--- src/rtl/fetch_pkg.sv ---
// Shared definitions for the fetch PC generator.
//   - ctrl_type_e   : per-slot control-transfer type reported by the BTB
//   - fetch_state_e : fetch FSM states
//   - isTaken()     : per-slot predicted-taken decision
package fetch_pkg;

    // Encoding matches the 2-bit per-slot ctrlType field delivered by the BTB.
    typedef enum logic [1:0] {
        RETURN = 2'b00,
        CALL   = 2'b01,
        JUMP   = 2'b10,
        COND   = 2'b11
    } ctrl_type_e;

    typedef enum logic {
        RUN       = 1'b0,
        MISS_WAIT = 1'b1
    } fetch_state_e;

    // Unconditional transfers are always taken on a BTB hit; conditionals
    // follow the direction predictor.
    function automatic logic isTaken(input logic hit, input logic pred,
                                     input logic [1:0] ctype);
        return hit & (pred | (ctype != COND));
    endfunction

endpackage

--- src/rtl/ras_stack.sv ---
// Circular return-address stack with checkpoint restore.
// Ports:
//   clk, reset (async, active-low)
//   push_i / pushAddr_i : write pushAddr_i at (base+1) and move tos there
//   pop_i               : move tos down by one
//   restore_i / restoreTos_i : base pointer is restoreTos_i instead of tos
//   clear_i             : tos and count back to 0 (entries untouched)
//   tos_o / top_o / empty_o : pointer, entry at pointer, count==0
module ras_stack
    import fetch_pkg::*;
#(
    parameter int SIZE_PC   = 32,
    parameter int RAS_DEPTH = 16,
    localparam int PTR_W    = $clog2(RAS_DEPTH),
    localparam int CNT_W    = $clog2(RAS_DEPTH) + 1
) (
    input  logic               clk,
    input  logic               reset,
    input  logic               push_i,
    input  logic [SIZE_PC-1:0] pushAddr_i,
    input  logic               pop_i,
    input  logic               restore_i,
    input  logic [PTR_W-1:0]   restoreTos_i,
    input  logic               clear_i,
    output logic [PTR_W-1:0]   tos_o,
    output logic [SIZE_PC-1:0] top_o,
    output logic               empty_o
);

    logic [SIZE_PC-1:0] entries_q [RAS_DEPTH];
    logic [PTR_W-1:0]   tos_q;
    logic [PTR_W-1:0]   tos_d;
    logic [CNT_W-1:0]   count_q;
    logic [CNT_W-1:0]   count_d;
    logic [PTR_W-1:0]   base;
    logic [PTR_W-1:0]   writeIdx;
    logic               writeEn;

    // Pointer and occupancy update. A restore may be combined with a push
    // (decode-found call on the same redirect), so the push is applied on
    // top of the restored pointer. The pointer wraps freely; only the count
    // saturates, so overflow silently overwrites the oldest entry and an
    // underflowing pop still moves the pointer.
    always_comb begin
        base     = restore_i ? restoreTos_i : tos_q;
        writeIdx = base + PTR_W'(1);
        tos_d    = base;
        count_d  = count_q;
        writeEn  = 1'b0;
        if (clear_i) begin
            tos_d   = '0;
            count_d = '0;
        end else if (push_i) begin
            tos_d   = writeIdx;
            writeEn = 1'b1;
            if (count_q != CNT_W'(RAS_DEPTH)) begin
                count_d = count_q + CNT_W'(1);
            end
        end else if (pop_i) begin
            tos_d = base - PTR_W'(1);
            if (count_q != '0) begin
                count_d = count_q - CNT_W'(1);
            end
        end
    end

    // Stack storage and pointers; reset clears every entry so the top of an
    // empty stack reads as zero.
    always_ff @(posedge clk or negedge reset) begin
        if (!reset) begin
            for (int i = 0; i < RAS_DEPTH; i++) begin
                entries_q[i] <= '0;
            end
            tos_q   <= '0;
            count_q <= '0;
        end else begin
            tos_q   <= tos_d;
            count_q <= count_d;
            if (writeEn) begin
                entries_q[writeIdx] <= pushAddr_i;
            end
        end
    end

    assign tos_o   = tos_q;
    assign top_o   = entries_q[tos_q];
    assign empty_o = (count_q == '0);

endmodule

--- src/rtl/fetch_pc_gen.sv ---
// Fetch PC generator: selects the next fetch PC from recovery, exception,
// execute/decode redirects, BTB predictions and the sequential path, runs
// the I-cache miss FSM and drives the return-address stack.
// Ports:
//   clk, reset (async, active-low), stall_i
//   recoverFlag_i/recoverPC_i, exceptionFlag_i/exceptionPC_i
//   flagRecoverEX_i/targetAddrEX_i, flagRecoverID_i/targetAddrID_i
//   flagCallID_i/callPCID_i, rasTosRestore_i
//   btbHit_i, prediction_i, ctrlType_i, targetAddr_i (per slot)
//   icacheMiss_i, refillDone_i
//   pc_o, fetchValid_o, takenSlot_o, takenValid_o, rasTos_o, rasTop_o, rasEmpty_o
module fetch_pc_gen
    import fetch_pkg::*;
#(
    parameter int                FETCH_WIDTH = 4,
    parameter int                SIZE_PC     = 32,
    parameter int                INST_BYTES  = 8,
    parameter int                RAS_DEPTH   = 16,
    parameter logic [SIZE_PC-1:0] RESET_PC   = '0,
    localparam int SLOT_W    = (FETCH_WIDTH > 1) ? $clog2(FETCH_WIDTH) : 1,
    localparam int RAS_PTR_W = $clog2(RAS_DEPTH)
) (
    input  logic                           clk,
    input  logic                           reset,
    input  logic                           stall_i,
    input  logic                           recoverFlag_i,
    input  logic [SIZE_PC-1:0]             recoverPC_i,
    input  logic                           exceptionFlag_i,
    input  logic [SIZE_PC-1:0]             exceptionPC_i,
    input  logic                           flagRecoverEX_i,
    input  logic [SIZE_PC-1:0]             targetAddrEX_i,
    input  logic                           flagRecoverID_i,
    input  logic [SIZE_PC-1:0]             targetAddrID_i,
    input  logic                           flagCallID_i,
    input  logic [SIZE_PC-1:0]             callPCID_i,
    input  logic [RAS_PTR_W-1:0]           rasTosRestore_i,
    input  logic [FETCH_WIDTH-1:0]         btbHit_i,
    input  logic [FETCH_WIDTH-1:0]         prediction_i,
    input  logic [2*FETCH_WIDTH-1:0]       ctrlType_i,
    input  logic [SIZE_PC*FETCH_WIDTH-1:0] targetAddr_i,
    input  logic                           icacheMiss_i,
    input  logic                           refillDone_i,
    output logic [SIZE_PC-1:0]             pc_o,
    output logic                           fetchValid_o,
    output logic [SLOT_W-1:0]              takenSlot_o,
    output logic                           takenValid_o,
    output logic [RAS_PTR_W-1:0]           rasTos_o,
    output logic [SIZE_PC-1:0]             rasTop_o,
    output logic                           rasEmpty_o
);

    localparam logic [SIZE_PC-1:0] PC_STEP = SIZE_PC'(FETCH_WIDTH * INST_BYTES);

    fetch_state_e       state_q;
    logic [SIZE_PC-1:0] pc_q;
    logic [SIZE_PC-1:0] pc_d;

    logic               takenValid;
    logic [SLOT_W-1:0]  takenSlot;
    ctrl_type_e         takenType;
    logic [SIZE_PC-1:0] takenTarget;
    logic [SIZE_PC-1:0] takenRetAddr;

    logic               redirect;
    logic               advance;
    logic               rasPush;
    logic               rasPop;
    logic               rasRestore;
    logic               rasClear;
    logic [SIZE_PC-1:0] rasPushAddr;

    // Lowest predicted-taken slot. Scanning from the top slot down lets the
    // lowest hit overwrite any higher one. The return address of a call is
    // the slot after it in the bundle.
    always_comb begin
        takenValid   = 1'b0;
        takenSlot    = '0;
        takenType    = JUMP;
        takenTarget  = '0;
        takenRetAddr = '0;
        for (int k = FETCH_WIDTH - 1; k >= 0; k--) begin
            if (isTaken(btbHit_i[k], prediction_i[k], ctrlType_i[2*k +: 2])) begin
                takenValid   = 1'b1;
                takenSlot    = SLOT_W'(k);
                takenType    = ctrl_type_e'(ctrlType_i[2*k +: 2]);
                takenTarget  = targetAddr_i[SIZE_PC*k +: SIZE_PC];
                takenRetAddr = pc_q + SIZE_PC'((k + 1) * INST_BYTES);
            end
        end
    end

    assign redirect = recoverFlag_i | exceptionFlag_i | flagRecoverEX_i | flagRecoverID_i;
    assign advance  = (state_q == RUN) & ~stall_i & ~icacheMiss_i;

    // Next-PC selection and RAS control. Redirects bypass stall and the miss
    // FSM; speculative push/pop only happens when the PC actually advances,
    // so a stalled call never touches the stack.
    always_comb begin
        pc_d        = pc_q;
        rasPush     = 1'b0;
        rasPop      = 1'b0;
        rasRestore  = 1'b0;
        rasClear    = 1'b0;
        rasPushAddr = takenRetAddr;
        if (recoverFlag_i) begin
            pc_d     = recoverPC_i;
            rasClear = 1'b1;
        end else if (exceptionFlag_i) begin
            pc_d     = exceptionPC_i;
            rasClear = 1'b1;
        end else if (flagRecoverEX_i) begin
            pc_d       = targetAddrEX_i;
            rasRestore = 1'b1;
        end else if (flagRecoverID_i) begin
            pc_d       = targetAddrID_i;
            rasRestore = 1'b1;
            if (flagCallID_i) begin
                rasPush     = 1'b1;
                rasPushAddr = callPCID_i;
            end
        end else if (advance) begin
            if (takenValid) begin
                case (takenType)
                    RETURN: begin
                        pc_d   = rasTop_o;
                        rasPop = 1'b1;
                    end
                    CALL: begin
                        pc_d    = takenTarget;
                        rasPush = 1'b1;
                    end
                    default: pc_d = takenTarget;
                endcase
            end else begin
                pc_d = pc_q + PC_STEP;
            end
        end
    end

    // PC register and miss FSM. Leaving MISS_WAIT on refill keeps the PC so
    // the same bundle is fetched again; any redirect returns straight to RUN.
    always_ff @(posedge clk or negedge reset) begin
        if (!reset) begin
            state_q <= RUN;
            pc_q    <= RESET_PC;
        end else begin
            pc_q <= pc_d;
            if (redirect) begin
                state_q <= RUN;
            end else begin
                case (state_q)
                    RUN:       if (icacheMiss_i) state_q <= MISS_WAIT;
                    MISS_WAIT: if (refillDone_i) state_q <= RUN;
                    default:   state_q <= RUN;
                endcase
            end
        end
    end

    ras_stack #(
        .SIZE_PC   (SIZE_PC),
        .RAS_DEPTH (RAS_DEPTH)
    ) u_ras (
        .clk          (clk),
        .reset        (reset),
        .push_i       (rasPush),
        .pushAddr_i   (rasPushAddr),
        .pop_i        (rasPop),
        .restore_i    (rasRestore),
        .restoreTos_i (rasTosRestore_i),
        .clear_i      (rasClear),
        .tos_o        (rasTos_o),
        .top_o        (rasTop_o),
        .empty_o      (rasEmpty_o)
    );

    assign pc_o         = pc_q;
    assign fetchValid_o = (state_q == RUN) & ~icacheMiss_i;
    assign takenSlot_o  = takenSlot;
    assign takenValid_o = takenValid;

endmodule

--- config.mk ---
export PLATFORM = sky130hd
export DESIGN_NAME = fetch_pc_gen
export DESIGN_NICKNAME = d
export VERILOG_FILES = /design/src/rtl/fetch_pkg.sv /design/src/rtl/ras_stack.sv /design/src/rtl/fetch_pc_gen.sv
export SDC_FILE = /design/constraint.sdc
export NUM_CORES = 1
export LEC_CHECK = 0
export CAP_MARGIN = 20
export CORE_MARGIN = 1.5
export CORE_UTILIZATION = 56
export CTS_CLUSTER_DIAMETER = 120
export DETAILED_ROUTE_END_ITERATION = 7
export PLACE_DENSITY = 0.89
export SLEW_MARGIN = 10
export SYNTH_ARGS = -nofsm -noshare
export SYNTH_HDL_FRONTEND = slang
export SYNTH_SLANG_ARGS = --single-unit
--- constraint.sdc ---
create_clock -name clk -period 4.15 [get_ports clk]
set_input_delay 0.6225 -clock clk [delete_from_list [all_inputs] [get_ports clk]]
set_output_delay 0.6225 -clock clk [all_outputs]
set_load 0.005 [all_outputs]
==> summary.md <==
| Metric | Value |
|---|---|
| #FFs+latches synth | 554 |
| Status | finished clean |
| Starting Density | 56.9% |
| Synth async-reset ratio | 100% |
| Crit-path cells | buf_4 > mux4_2 > mux4_2 > clkdlybuf4s50_1 |
| Setup crit start kind | register |
| Worst-path clk slew | 60 ps |
| Placer Congestion | 1.10 |
| Max incr delay on CP | 850 ps |
| Maximum root-to-sink buffer count | 3 |
| Crit Path Category | reg2out |
| Critical Path RT | 3530 ps |
| Syn_nets | 3139 |
| Port bufs | 390 |
| Worst min path class | in2async |
| Cell Pwr Density | 376 nW/um2 |
| Die Wd | 231 um |
| Mapped cell area | 29200 um2 |
| Die Height | 231 um |
| Slew HR | 17.5% |
| Share of layout cells above drive strength 1 | 18.6% |
| Core Util, Final | 71.4% |
| Least-Margin Pin Slew | 1240 ps |
| Most frequent CP cell | mux4_2 |
| Top_reg_cell synth | dfrtp_1 |
| TritonCTS buffer count | 55 |
| Leakage | 15.6 nW |
| # rows | 83 |
| Post-route cell area | 36700 um2 |
| Root buffer cell | clkbuf_16 |
| Pre-antenna DRT Iters | 7 |
| First-pass GRT wire length | 195000 um |
| P&R area growth vs syn | 25.5% |
| Worst R2R Start | pc_o[4] |
| Initial detailed-routing violation count | 4617 |
| Avg Cell Area, Syn | 10.4 um2 |
| Die area | 53600 um2 |
| Distinct cells, synth | 67 |
| Vias | 28800 |
| Register area share after synthesis | 47.4% |
| Synth area leader | dfrtp_1 |
| Worst path arrival time | 3510 ps |
| Gr ovfl total | 0 |
| Max Freq | 242 MHz |
| Top-area cell type share of the netlist area | 47.4% |
| Drt total wl | 134000 um |
| CP Max Fanout | 32 |
| Max-cap violations | 0 |
| Synth top area cells | dfrtp_1 47%, mux4_2 12%, o21ai_0 7.4%, nand2_1 5.9%, mux2_2 5.6% |
| Worst Setup End Kind | primary output |
| Number of synthesized flops with an enable pin | 0 |
| Reg2Reg Setup Slack | 360 ps |
| Routed len/inst | 34.3 um |
| Slowest cell on the critical path | dfrtp_4 |
| Layout net count | 3512 |
| FF-to-FF path depth | 10 |
| R2r endpoint | u_ras.entries_q[112] |
| CTS tree | done |
| HPWL after DPL | 90700 um |
| Num ports | 391 |
| Worst-Skew Late Latency | 640 ps |
| Ys Warns | 0 |
| Cells after synthesis | 2805 |
| Pin count of the biggest net entering global routing | 119 |
| Worst VDD drop | 0.000429 V |
| Core area | 51400 um2 |
| Min Tclk post-route | 4140 ps |
| Fin. Hold Viols | 0 |
| Slew Limit Fails | 0 |
| GR Util All Layers | 49.9% |
| DRT antenna net count | 0 |
| Vias/cell | 7.38 |
| Vias in the first global route | 28600 |
| H-tree depth | 2 |
| Final Skew | 23.7 ps |
| DRC violations left | 0 |
| Cell Area, Placed | 34700 um2 |
| Fin crit share | 99.6% |
| RSZ-0062 raised after global routing | no |
| Setup violations, final | 0 |
| Clock sink count | 554 |
| Initial antenna violation count | 13 |
## metal layers
layer / wire, um / up-vias / global-route usage (%)
li1: - / 11100 / -
met1: 44200 / 14100 / 59.9
met2: 60000 / 2789 / 77.2
met3: 17300 / 764 / 15.8
met4: 12100 / 18 / 33.8
met5: 253 / - / 2.02
## sequential cells by signal (all words and copies together), names as in the netlist
register	flops
state_q	1
u_ras.entries_q	512
u_ras.tos_o	4
pc_o	32
u_ras.count_q	5
## metrics by stage
stage / setup WS, ps / hold WS (ps) / cells / power (W) / TNS, ps
2_1_floorplan: 462 / 327 / 2805 / 0.00696 / 0
3_3_place_gp: 127 / 456 / 3795 / 0.00823 / 0
3_5_place_dp: -14.9 / 466 / 3795 / 0.00832 / -35.4
4_1_cts: 12.8 / 87.3 / 3895 / 0.0136 / 0
5_1_grt: 18.8 / 104 / 3904 / 0.0141 / 0
6_report: 14.9 / 62.0 / 3905 / 0.0138 / 0
## Yosys cell counts, types with 5 or more instances
cell type    n
a32oi_1      7
o31ai_1     12
buf_1       26
a211oi_1    35
buf_2        5
nand3_1     55
o21ai_0    434
and4_1       6
ha_1        15
a221oi_1    41
mux2i_1      8
a22oi_1     33
a221o_1      5
mux2_2     146
nand4_1     31
a21o_1       6
and2_1      12
o221ai_1    10
xor2_1      23
nand2b_1     6
dfrtp_1    554
o22ai_1     35
nand4_2      5
a22o_1       5
a222oi_1    18
nor4_1      10
clkbuf_1   221
and3_1      15
a2bb2oi_1    7
or3_1        9
nor2_1     131
o211ai_1    14
inv_1       25
mux4_2     160
xnor2_1     37
a31oi_1     16
o21a_1       7
nor3_1      27
nand2_1    460
a21oi_1     73
## cell type report
cell class              instances  area [um2]
flip-flops and latches        554       13900
clock inverters                19         302
repair buffers                568        5560
diodes                          4        10.0
multi-input cells            1974       14400
well taps                     680         851
inverters                      25        93.8
clock buffers                  81        1630
fillers                      3422       14700
## what timing repair did
item | CTS | global route
hold buffers | 0 | 0
buffers inserted | 0 | 6
setup endpoints to repair | 1 | 3
resized for setup | 1 | 0
## cells in the final DEF, fill, tap and decap left out, types with 12 or more instances in the layout
cell type,count
a22oi_1,33
nand4_1,31
xor2_1,23
buf_12,24
clkbuf_16,56
a221oi_1,41
nand3_1,55
nor2_1,127
nor3_1,27
a211oi_1,33
xnor2_1,37
o211ai_1,14
dfrtp_1,550
buf_4,153
a222oi_1,18
ha_1,15
clkbuf_1,12
o22ai_1,35
o21ai_0,434
clkdlybuf4s50_1,388
clkbuf_8,13
nand2_1,460
mux2_2,146
and3_1,15
mux4_2,160
inv_1,25
a31oi_1,16
a21oi_1,72
## cell families (layout without fill, tap and decap cells)
kind of cell	after synthesis	in the layout	synth area share, %
AND/OR/NAND/NOR	787	787	11.7
adder cells (fa/ha/maj)	16	16	0.711
XOR/XNOR	60	60	1.80
other	0	4	0
AO/OA/AOI/OAI	797	797	16.6
flip-flops	554	554	47.4
multiplexers	314	314	18.2
buffers and inverters	277	693	3.58
## worst max-delay path, delay by kind of cell, from the launching register on
family / cells / cell delay, ps
buf+inv: 2 / 1010
flops: 1 / 850
mux: 2 / 1000
## how the worst max path moves through the flow
stage,from,end,slack (ps),cells after the start
5_1_grt,u_ras.tos_o[1],rasTop_o[24],20,4
3_5_place_dp,flagRecoverEX_i,u_ras.entries_q[137],-10,10
6_report,u_ras.tos_o[1],rasTop_o[24],10,4
4_1_cts,u_ras.tos_o[0],rasTop_o[24],10,5
2_1_floorplan,recoverFlag_i,u_ras.entries_q[152],460,11
3_3_place_gp,flagRecoverEX_i,u_ras.count_q[4],130,9
## power by group
| group | internal (W) | leakage, nW | switching [W] |
|---|---|---|---|
| Combinational | 0.000964 | 7.04 | 0.00146 |
| Clock | 0.00310 | 0.946 | 0.00227 |
| Sequential | 0.00568 | 7.60 | 0.000307 |
| Total | 0.00975 | 15.6 | 0.00404 |
(Power assumes the default switching activity.)
